$ cat src/rtl/s641_bist_pkg.sv
// Shared types and constants for the s641 BIST driver/observer.
package s641_bist_pkg;

    localparam int unsigned PI_W_DEF = 35;
    localparam int unsigned PO_W_DEF = 24;
    localparam int unsigned CNT_W    = 16;
    localparam int unsigned WCNT_W   = 8;

    localparam int unsigned LFSR_TAP_HI = 34;
    localparam int unsigned LFSR_TAP_LO = 1;

    localparam int unsigned MISR_TAP_A = 23;
    localparam int unsigned MISR_TAP_B = 22;
    localparam int unsigned MISR_TAP_C = 21;
    localparam int unsigned MISR_TAP_D = 16;

    typedef enum logic [1:0] {
        ST_IDLE = 2'd0,
        ST_WARM = 2'd1,
        ST_RUN  = 2'd2,
        ST_DONE = 2'd3
    } bist_state_e;

    // Fibonacci LFSR step, x^35 + x^2 + 1
    function automatic logic [PI_W_DEF-1:0] lfsr_step(input logic [PI_W_DEF-1:0] q);
        return {q[PI_W_DEF-2:0], q[LFSR_TAP_HI] ^ q[LFSR_TAP_LO]};
    endfunction

    // One MISR compaction step, x^24 + x^23 + x^22 + x^17 + 1
    function automatic logic [PO_W_DEF-1:0] misr_step(input logic [PO_W_DEF-1:0] m,
                                                      input logic [PO_W_DEF-1:0] d);
        return {m[PO_W_DEF-2:0],
                m[MISR_TAP_A] ^ m[MISR_TAP_B] ^ m[MISR_TAP_C] ^ m[MISR_TAP_D]} ^ d;
    endfunction

endpackage

$ cat src/rtl/s641_misr.sv
// Multiple-input signature register; clear has priority over enable.
module s641_misr
    import s641_bist_pkg::*;
#(
    parameter int unsigned PO_W  = PO_W_DEF,
    parameter int unsigned TAP_A = MISR_TAP_A,
    parameter int unsigned TAP_B = MISR_TAP_B,
    parameter int unsigned TAP_C = MISR_TAP_C,
    parameter int unsigned TAP_D = MISR_TAP_D
) (
    input  logic            clk,
    input  logic            rst_n,
    input  logic            clear,
    input  logic            enable,
    input  logic [PO_W-1:0] data,
    output logic [PO_W-1:0] sig
);

    logic [PO_W-1:0] r_sig;
    logic            w_fb;

    assign w_fb = r_sig[TAP_A] ^ r_sig[TAP_B] ^ r_sig[TAP_C] ^ r_sig[TAP_D];

    always_ff @(posedge clk or negedge rst_n) begin
        if (!rst_n) begin
            r_sig <= '0;
        end else if (clear) begin
            r_sig <= '0;
        end else if (enable) begin
            r_sig <= {r_sig[PO_W-2:0], w_fb} ^ data;
        end
    end

    assign sig = r_sig;

endmodule

$ cat src/rtl/s641_bist_ctrl.sv
// BIST controller for s641: LFSR pattern source, MISR response compactor,
// golden-signature check.
module s641_bist_ctrl
    import s641_bist_pkg::*;
#(
    parameter int unsigned     PI_W       = PI_W_DEF,
    parameter int unsigned     PO_W       = PO_W_DEF,
    parameter int unsigned     WARM_CYC   = 8,
    parameter int unsigned     PAT_CNT    = 1024,
    parameter logic [PI_W-1:0] SEED       = PI_W'(1),
    parameter logic [PO_W-1:0] GOLDEN_SIG = '0
) (
    input  logic             CK,
    input  logic             RSTN,
    input  logic             START,
    input  logic             ABORT,
    output logic [PI_W-1:0]  PI_OUT,
    input  logic [PO_W-1:0]  PO_IN,
    output logic             BUSY,
    output logic             DONE,
    output logic             PASS,
    output logic [PO_W-1:0]  SIG,
    output logic [CNT_W-1:0] PAT_IDX
);

    localparam logic [PI_W-1:0]   SEED_EFF  = (SEED == '0) ? PI_W'(1) : SEED;
    localparam logic [WCNT_W-1:0] WARM_LAST = WCNT_W'(WARM_CYC - 1);
    localparam logic [CNT_W-1:0]  PAT_LAST  = CNT_W'(PAT_CNT - 1);

    bist_state_e       r_state, w_state_nxt;
    logic [PI_W-1:0]   r_lfsr,  w_lfsr_nxt;
    logic [PI_W-1:0]   r_pi,    w_pi_nxt;
    logic [WCNT_W-1:0] r_wcnt,  w_wcnt_nxt;
    logic [CNT_W-1:0]  r_pat,   w_pat_nxt;
    logic              r_busy,  w_busy_nxt;
    logic              r_done,  w_done_nxt;
    logic              r_pass,  w_pass_nxt;
    logic              w_misr_clr;
    logic              w_misr_en;
    logic [PO_W-1:0]   w_sig;

    always_ff @(posedge CK or negedge RSTN) begin
        if (!RSTN) begin
            r_state <= ST_IDLE;
            r_lfsr  <= SEED_EFF;
            r_pi    <= '0;
            r_wcnt  <= '0;
            r_pat   <= '0;
            r_busy  <= 1'b0;
            r_done  <= 1'b0;
            r_pass  <= 1'b0;
        end else begin
            r_state <= w_state_nxt;
            r_lfsr  <= w_lfsr_nxt;
            r_pi    <= w_pi_nxt;
            r_wcnt  <= w_wcnt_nxt;
            r_pat   <= w_pat_nxt;
            r_busy  <= w_busy_nxt;
            r_done  <= w_done_nxt;
            r_pass  <= w_pass_nxt;
        end
    end

    // PI_OUT always carries the pattern the LFSR produced one step earlier,
    // so the MISR sees the s641 response to the pattern currently on the pins.
    always_comb begin
        w_state_nxt = r_state;
        w_lfsr_nxt  = r_lfsr;
        w_pi_nxt    = r_pi;
        w_wcnt_nxt  = r_wcnt;
        w_pat_nxt   = r_pat;
        w_busy_nxt  = r_busy;
        w_done_nxt  = r_done;
        w_pass_nxt  = r_pass;
        w_misr_clr  = 1'b0;
        w_misr_en   = 1'b0;

        case (r_state)
            ST_IDLE, ST_DONE: begin
                if (START) begin
                    w_state_nxt = ST_WARM;
                    w_pi_nxt    = SEED_EFF;
                    w_lfsr_nxt  = lfsr_step(SEED_EFF);
                    w_wcnt_nxt  = '0;
                    w_pat_nxt   = '0;
                    w_busy_nxt  = 1'b1;
                    w_done_nxt  = 1'b0;
                    w_pass_nxt  = 1'b0;
                    w_misr_clr  = 1'b1;
                end
            end
            ST_WARM, ST_RUN: begin
                if (ABORT) begin
                    w_state_nxt = ST_IDLE;
                    w_pi_nxt    = '0;
                    w_wcnt_nxt  = '0;
                    w_pat_nxt   = '0;
                    w_busy_nxt  = 1'b0;
                    w_pass_nxt  = 1'b0;
                    w_misr_clr  = 1'b1;
                end else begin
                    w_pi_nxt   = r_lfsr;
                    w_lfsr_nxt = lfsr_step(r_lfsr);
                    if (r_state == ST_WARM) begin
                        if (r_wcnt == WARM_LAST) begin
                            w_state_nxt = ST_RUN;
                            w_wcnt_nxt  = '0;
                        end else begin
                            w_wcnt_nxt = r_wcnt + WCNT_W'(1);
                        end
                    end else begin
                        w_misr_en = 1'b1;
                        w_pat_nxt = r_pat + CNT_W'(1);
                        if (r_pat == PAT_LAST) begin
                            // Final compaction: judge the signature it will produce.
                            w_state_nxt = ST_DONE;
                            w_pi_nxt    = '0;
                            w_busy_nxt  = 1'b0;
                            w_done_nxt  = 1'b1;
                            w_pass_nxt  = (misr_step(w_sig, PO_IN) == GOLDEN_SIG);
                        end
                    end
                end
            end
            default: begin
                w_state_nxt = ST_IDLE;
            end
        endcase
    end

    s641_misr #(
        .PO_W (PO_W)
    ) u_misr (
        .clk    (CK),
        .rst_n  (RSTN),
        .clear  (w_misr_clr),
        .enable (w_misr_en),
        .data   (PO_IN),
        .sig    (w_sig)
    );

    assign PI_OUT  = r_pi;
    assign BUSY    = r_busy;
    assign DONE    = r_done;
    assign PASS    = r_pass;
    assign SIG     = w_sig;
    assign PAT_IDX = r_pat;

endmodule

$ cat config.mk
export PLATFORM = sky130hd
export DESIGN_NAME = s641_bist_ctrl
export DESIGN_NICKNAME = d
export VERILOG_FILES = /design/src/rtl/s641_bist_pkg.sv /design/src/rtl/s641_misr.sv /design/src/rtl/s641_bist_ctrl.sv
export SDC_FILE = /design/constraint.sdc
export NUM_CORES = 1
export LEC_CHECK = 0
export ABC_AREA = 1
export ABC_CLOCK_PERIOD_IN_PS = 4520
export BUFFER_PORTS_ARGS = -buffer_cell sky130_fd_sc_hd__buf_2
export CORE_MARGIN = 2
export CORE_UTILIZATION = 30
export DETAILED_ROUTE_END_ITERATION = 8
export GPL_TIMING_DRIVEN = 0
export PLACE_DENSITY = 0.52
export SLEW_MARGIN = 20
export SYNTH_ARGS = -nofsm -noshare
export SYNTH_HDL_FRONTEND = slang
export SYNTH_SLANG_ARGS = --single-unit
$ cat constraint.sdc
create_clock -name CK -period 4.52 [get_ports CK]
set_input_delay 0.452 -clock CK [delete_from_list [all_inputs] [get_ports CK]]
set_output_delay 0.452 -clock CK [all_outputs]
set_load 0.02 [all_outputs]
# Word level (Yosys, flattened, before mapping)
# Cells that the tools add are included.
word_totals:
  ff_bits: 123
  inputBits: 28
  elab_cells: 86
op_classes:
  n_addsub: 2
  eq_ne: 14
  muxes: 45
  bitwise_logic: 5
  reduce_logical: 11
ops:
  columns: ["op", "count"]
  rows:
  - ["$mux 35", 6]
  - ["$pmux 35 s2", 2]
  - ["$mux 16", 3]
  - ["$mux 24", 2]
  - ["$mux 8", 4]
  - ["$pmux 16 s2", 1]
  - ["$logic_not 24->1", 1]
  - ["$xor 24x24->24", 1]
  - ["$add 16x1->16 const B", 1]
  - ["$eq 16x10->1 const B", 1]
  - ["$mux 1", 16]
  - ["$pmux 8 s2", 1]
  - ["$mux 2", 5]
  - ["$ne 3x3->1 const B", 3]
  - ["$add 8x1->8 const B", 1]
  - ["$eq 8x3->1 const B", 1]
  - ["$ne 2x2->1 const B", 4]
  - ["$ne 4x4->1 const B", 2]
  - ["$pmux 1 s2", 4]
  - ["$reduce_and 2->1", 3]
  - ["$reduce_and 3->1", 2]
  - ["$eq 2x2->1 const B", 2]
  - ["$pmux 2 s2", 1]
  - ["$reduce_and 4->1", 1]
  - ["other kinds (5)", 9]

# Longest topological paths before layout
depth:
  depth_word: 9
  ltp_mapped: 14
  ltp_nobuf: 13

# Modules after synthesis
# From an unflattened synthesis, not the netlist that was laid out.
unflattened:
  hier_cells: 706
  hier_area_um2: 5899.4
by_module_without_submodules:
  columns: ["mod", "instances", "cells_per_inst", "area_each_um2"]
  rows:
  - ["s641_bist_ctrl", 1, 585, 4753.3]
  - ["s641_misr", 1, 121, 1146.1]

# Worst setup path before layout
# Ideal clock, no wire load.
synth_path:
  kind: "register to register"
  from: "reg r_state[0]"
  to: "reg r_pat[14], in the netlist PAT_IDX[14]"
  setup_ps: 117
  arrival_time_ps: 1638
  required_ps: 4403
  path_slack_ps: 2764
  stages_incl_launch_ff: 13
  synth_period_minus_slack_ps: 1756
  path_cell_list: "dfrtp_1 ha_1 buf_6 nor2_8 nand2_2 nand2_8 nand2_4 nor2_4 nand2_1 nor2_2 nand2_1 nand2_1 nor2_1"
synth_between:
  elab_chain_len: 4
  word_cells_on_any_way: 10
  cone_classes: "eq/ne (5); mux (1); reduce/logical (4)"
synth_lines:
  columns: ["item", "line_no", "rtl"]
  rows:
  - ["start: declaration", "s641_bist_ctrl.sv:30", "bist_state_e r_state, w_state_nxt;"]
  - ["start signal: assignment", "s641_bist_ctrl.sv:53", "r_state <= w_state_nxt;"]
  - ["$eq 2x1->1 (tied with other cells)", "s641_bist_ctrl.sv:78, s641_bist_ctrl.sv:104", null]
  - ["$reduce_or 2->1", "s641_bist_ctrl.sv:78", "case (r_state)"]
  - ["$ne 3x3->1 (no source line) or $ne 2x2->1 (tied branches)", null, null]
  - ["$reduce_and 2->1 (no source line)", null, null]
  - ["end signal: assignment", "s641_bist_ctrl.sv:57", "r_pat <= w_pat_nxt;"]
  - ["end: declaration", "s641_bist_ctrl.sv:34", "logic [CNT_W-1:0] r_pat, w_pat_nxt;"]
# Parallel ways exist; a longest one is shown, timed or not.
# A chain may end at the register's enable or synchronous reset.

# Final worst setup path
layout_path:
  from: "reg r_state[0]"
  to: "reg u_misr.r_sig[0], in the netlist u_misr.sig[0]"
layout_between:
  elab_chain_len: 5
  word_cells_on_any_way: 12
  cone_classes: "eq/ne (3); mux (5); reduce/logical (4)"
layout_lines:
  columns: ["item", "line_no", "rtl"]
  rows:
  - ["$eq 2x1->1", "s641_bist_ctrl.sv:78, s641_bist_ctrl.sv:104", null]
  - ["$mux 1", "s641_bist_ctrl.sv:104", "if (r_state == ST_WARM) begin"]
  - ["$mux 1", "s641_bist_ctrl.sv:93", "if (ABORT) begin"]
  - ["$mux 1", "s641_bist_ctrl.sv:78", null]
  - ["$reduce_bool 2->1 (no source line)", null, null]
  - ["end signal: assignment", "s641_misr.sv:30", "r_sig <= {r_sig[PO_W-2:0], w_fb} ^ data;"]
  - ["end: declaration", "s641_misr.sv:19", "logic [PO_W-1:0] r_sig;"]
# Parallel ways exist; a longest one is shown, timed or not.

==> out/qor.txt <==
Number of global-route vias before repair - 4,548
VDD IR-drop max - 0.3037 mV
Ys Warns - 0
Highest-delay cell along the critical path - dfrtp_1
I/O pin count - 106
Number of vias per cell - 4.534
DRC - 0
Vias - 4,557
CP peak stage delay - 0.38 ns
Predominant post-synthesis flop cell - dfrtp_1
Root Buffer Master - clkbuf_16
Yosys cell types - 36
Max cap viols - 0
Synthesized instance count - 640
Worst-path cell chain - ha_1 -> buf_6 -> nor2_8 -> nand2_2 -> nand2_8 -> buf_2 -> buf_2 -> o22ai_1
First-pass GRT wire length - 23,390 um
Routed len/inst - 13.82 um
Antenna-violating nets left - 0
Post-CTS Resized - 0
HP Class - in2reg
Total clock sinks - 123
Fin crit share - 45.51%
Status - finished, final reports clean
Slew Limit Fails - 0
Grt total ovfl - 0
Die Ht - 139.4 um
Skew-Pair Late Insertion Delay - 0.42 ns
Clock Skew - 0.006994 ns
Sequential share of the synthesized area - 55.97%
Initial antenna violation count - 1
Largest net degree at the start of global routing - 96
Worst-path fanout max - 10
Static leakage - 3.684 nW
Min Hold Slack - 0.3802 ns
I/O Buffers - 105
Max_slew headroom - 63.77%
CP Launch Type - flip-flop
Initial Util - 30.63%
Post-synth EDFFs - 0
Layout Cells excl Fill - 1,005
TritonCTS clock tree - built
Final wirelength - 13,890 um
H-tree Lvls - 4
Slew of the pin with the lowest slew margin - 0.5435 ns
GRT Total Usage - 15.02%
Most common cell after layout, fill and taps aside - nand2_1
DP Wirelength - 9758 um
Final setup vio count - 0
Drt first pass iters - 4
FMAX - 0.4861 GHz
Ant diodes - 0
Die Wd - 139.4 um
Fin. Hold Viols - 0
PD cells - 603.2 mW/mm2
Syn nets - 671
Worst endpoint data arrival time - 2.33 ns
Iter 0 DRT Violations - 278
Placed Instances - 975
Clock transition at path regs - 0.05 ns
Num CTS Buffers - 17
Final #Nets - 797
Most frequent cells in the layout - nand2_1 (203), dfrtp_1 (122), buf_2 (110)
Core ar. - 0.01796 mm2
RD Place Congestion - 0.7832
FF+latch count, synth - 123
Rows - 49
Setup TNS - 0 ns
Crit path required time - 4.79 ns
RSZ-0062 raised after global routing - no
Area growth syn-to-layout - 26.45%
Total setup buffers inserted after CTS - 0
WS Path Type - reg2reg
Avg Cell Area, Syn - 8.596 um2
Area of the die - 0.01944 mm2
Critical Path End Type - flip-flop
Clock Path Buffers - 2
# fillers - 1,885
Fin crit period - 2.057 ns
Cell Area, Synth - 0.005502 mm2
Ys async rst share - 100.0%
Most used cell, CP - buf_2
Layout cell share with drive strength beyond 1 - 20.88%
-- per-stage QoR --
step / util [%] / total power (W) / setup WS, ns / instance area (um2)
after floorplan: - / 0.002365 / 2.764 / 5502
after global placement: 35.15 / 0.002832 / 1.239 / 6314
after detailed placement: 35.36 / 0.002828 / 2.452 / 6351
after CTS: 38.73 / 0.004253 / 2.440 / 6957
after global routing: 38.73 / 0.004484 / 2.329 / 6957
final: 38.73 / 0.004196 / 2.463 / 6957
-- per-layer routing --
layer	vias to the layer above	routed length, um	share of wire [%]	GRT usage, %
met3	10	864	6.2	5.024
met4	2	99	0.71	4.306
met1	2126	6876	49	20.79
li1	2302	-	-	-
met5	-	13	0.094	0
met2	117	6039	43	22.50
-- flip-flops by register name, summed over array words and instances, names as in the netlist --
name,flops
DONE,1
PAT_IDX,16
PI_OUT,35
BUSY,1
u_misr.sig,24
r_state,2
PASS,1
r_lfsr,35
r_wcnt,8
-- worst paths after layout --
| kind | from | endpoint | slack (ns) | cells past startpoint |
|---|---|---|---|---|
| max | r_state[0] | u_misr.sig[0] | 2.46 | 8 |
| min | PO_IN[3] | u_misr.sig[3] | 0.38 | 3 |
| max reg2reg | r_state[0] | u_misr.sig[0] | 2.46 | 8 |
| min reg2reg | BUSY | BUSY | 0.47 | 2 |
| max in group asynchronous | RSTN | PI_OUT[27] | 3.27 | 3 |
| min in group asynchronous | RSTN | u_misr.sig[7] | 0.49 | 2 |
-- power by group --
part | internal [W] | leakage [nW] | switching, W
Clock | 0.000925 | 0.285 | 0.000480
Sequential | 0.00127 | 1.68 | 0.000119
Combinational | 0.000421 | 1.71 | 0.000982
-- timing repair --
action                     4_1_cts  5_1_grt
setup endpoints to repair        0        0
hold endpoints to repair        28        0
hold buffers                     1        0
-- critical path: cells and delay by family, from the launching register on --
kind	cells	cell delay (ns)
flip-flops	1	0.38
AND/OR/NAND/NOR	3	0.46
buffers and inverters	3	0.65
AO/OA/AOI/OAI	1	0.10
adder cells (fa/ha/maj)	1	0.31
-- synthesized netlist by cell type (3+ instances only) --
| library cell | instances | area [um2] |
|---|---|---|
| nand3_1 | 42 | 210.2 |
| o21ai_0 | 51 | 255.2 |
| o31ai_1 | 5 | 37.54 |
| o22ai_1 | 12 | 75.07 |
| xnor2_1 | 11 | 96.34 |
| nand2_2 | 4 | 25.02 |
| a22o_1 | 7 | 61.31 |
| nor2_1 | 43 | 161.4 |
| ha_1 | 3 | 37.54 |
| o21ai_1 | 6 | 30.03 |
| inv_2 | 6 | 22.52 |
| nor3_1 | 3 | 15.01 |
| nand2_4 | 4 | 45.04 |
| buf_1 | 5 | 18.77 |
| nand4_1 | 4 | 25.02 |
| buf_2 | 6 | 30.03 |
| dfrtp_1 | 122 | 3053 |
| inv_1 | 59 | 221.5 |
| xor2_1 | 3 | 26.28 |
| nand2_1 | 203 | 762.0 |
| a21oi_1 | 14 | 70.07 |
| clkbuf_1 | 10 | 37.54 |
-- kinds of logic after synthesis --
logic type	share of synthesized area (%)
buf+inv	6.277
simple gates	24.38
flops	55.97
fa+ha+maj	0.6824
xor+xnor	2.229
compound gates	10.46
-- cell type report --
| type | count | area, um2 | share of cell area (%) |
|---|---|---|---|
| inverters | 66 | 247.7 | 3.561 |
| multi-input cells | 429 | 2077 | 29.86 |
| plain buffers | 22 | 97.59 | 1.403 |
| clock inverters | 8 | 145.1 | 2.086 |
| clock buffers | 21 | 450.4 | 6.475 |
| well taps | 229 | 286.5 | 4.119 |
| flip-flops and latches | 123 | 3079 | 44.26 |
| repair buffers | 107 | 573.1 | 8.237 |
Power figures use the tool's default switching activity.
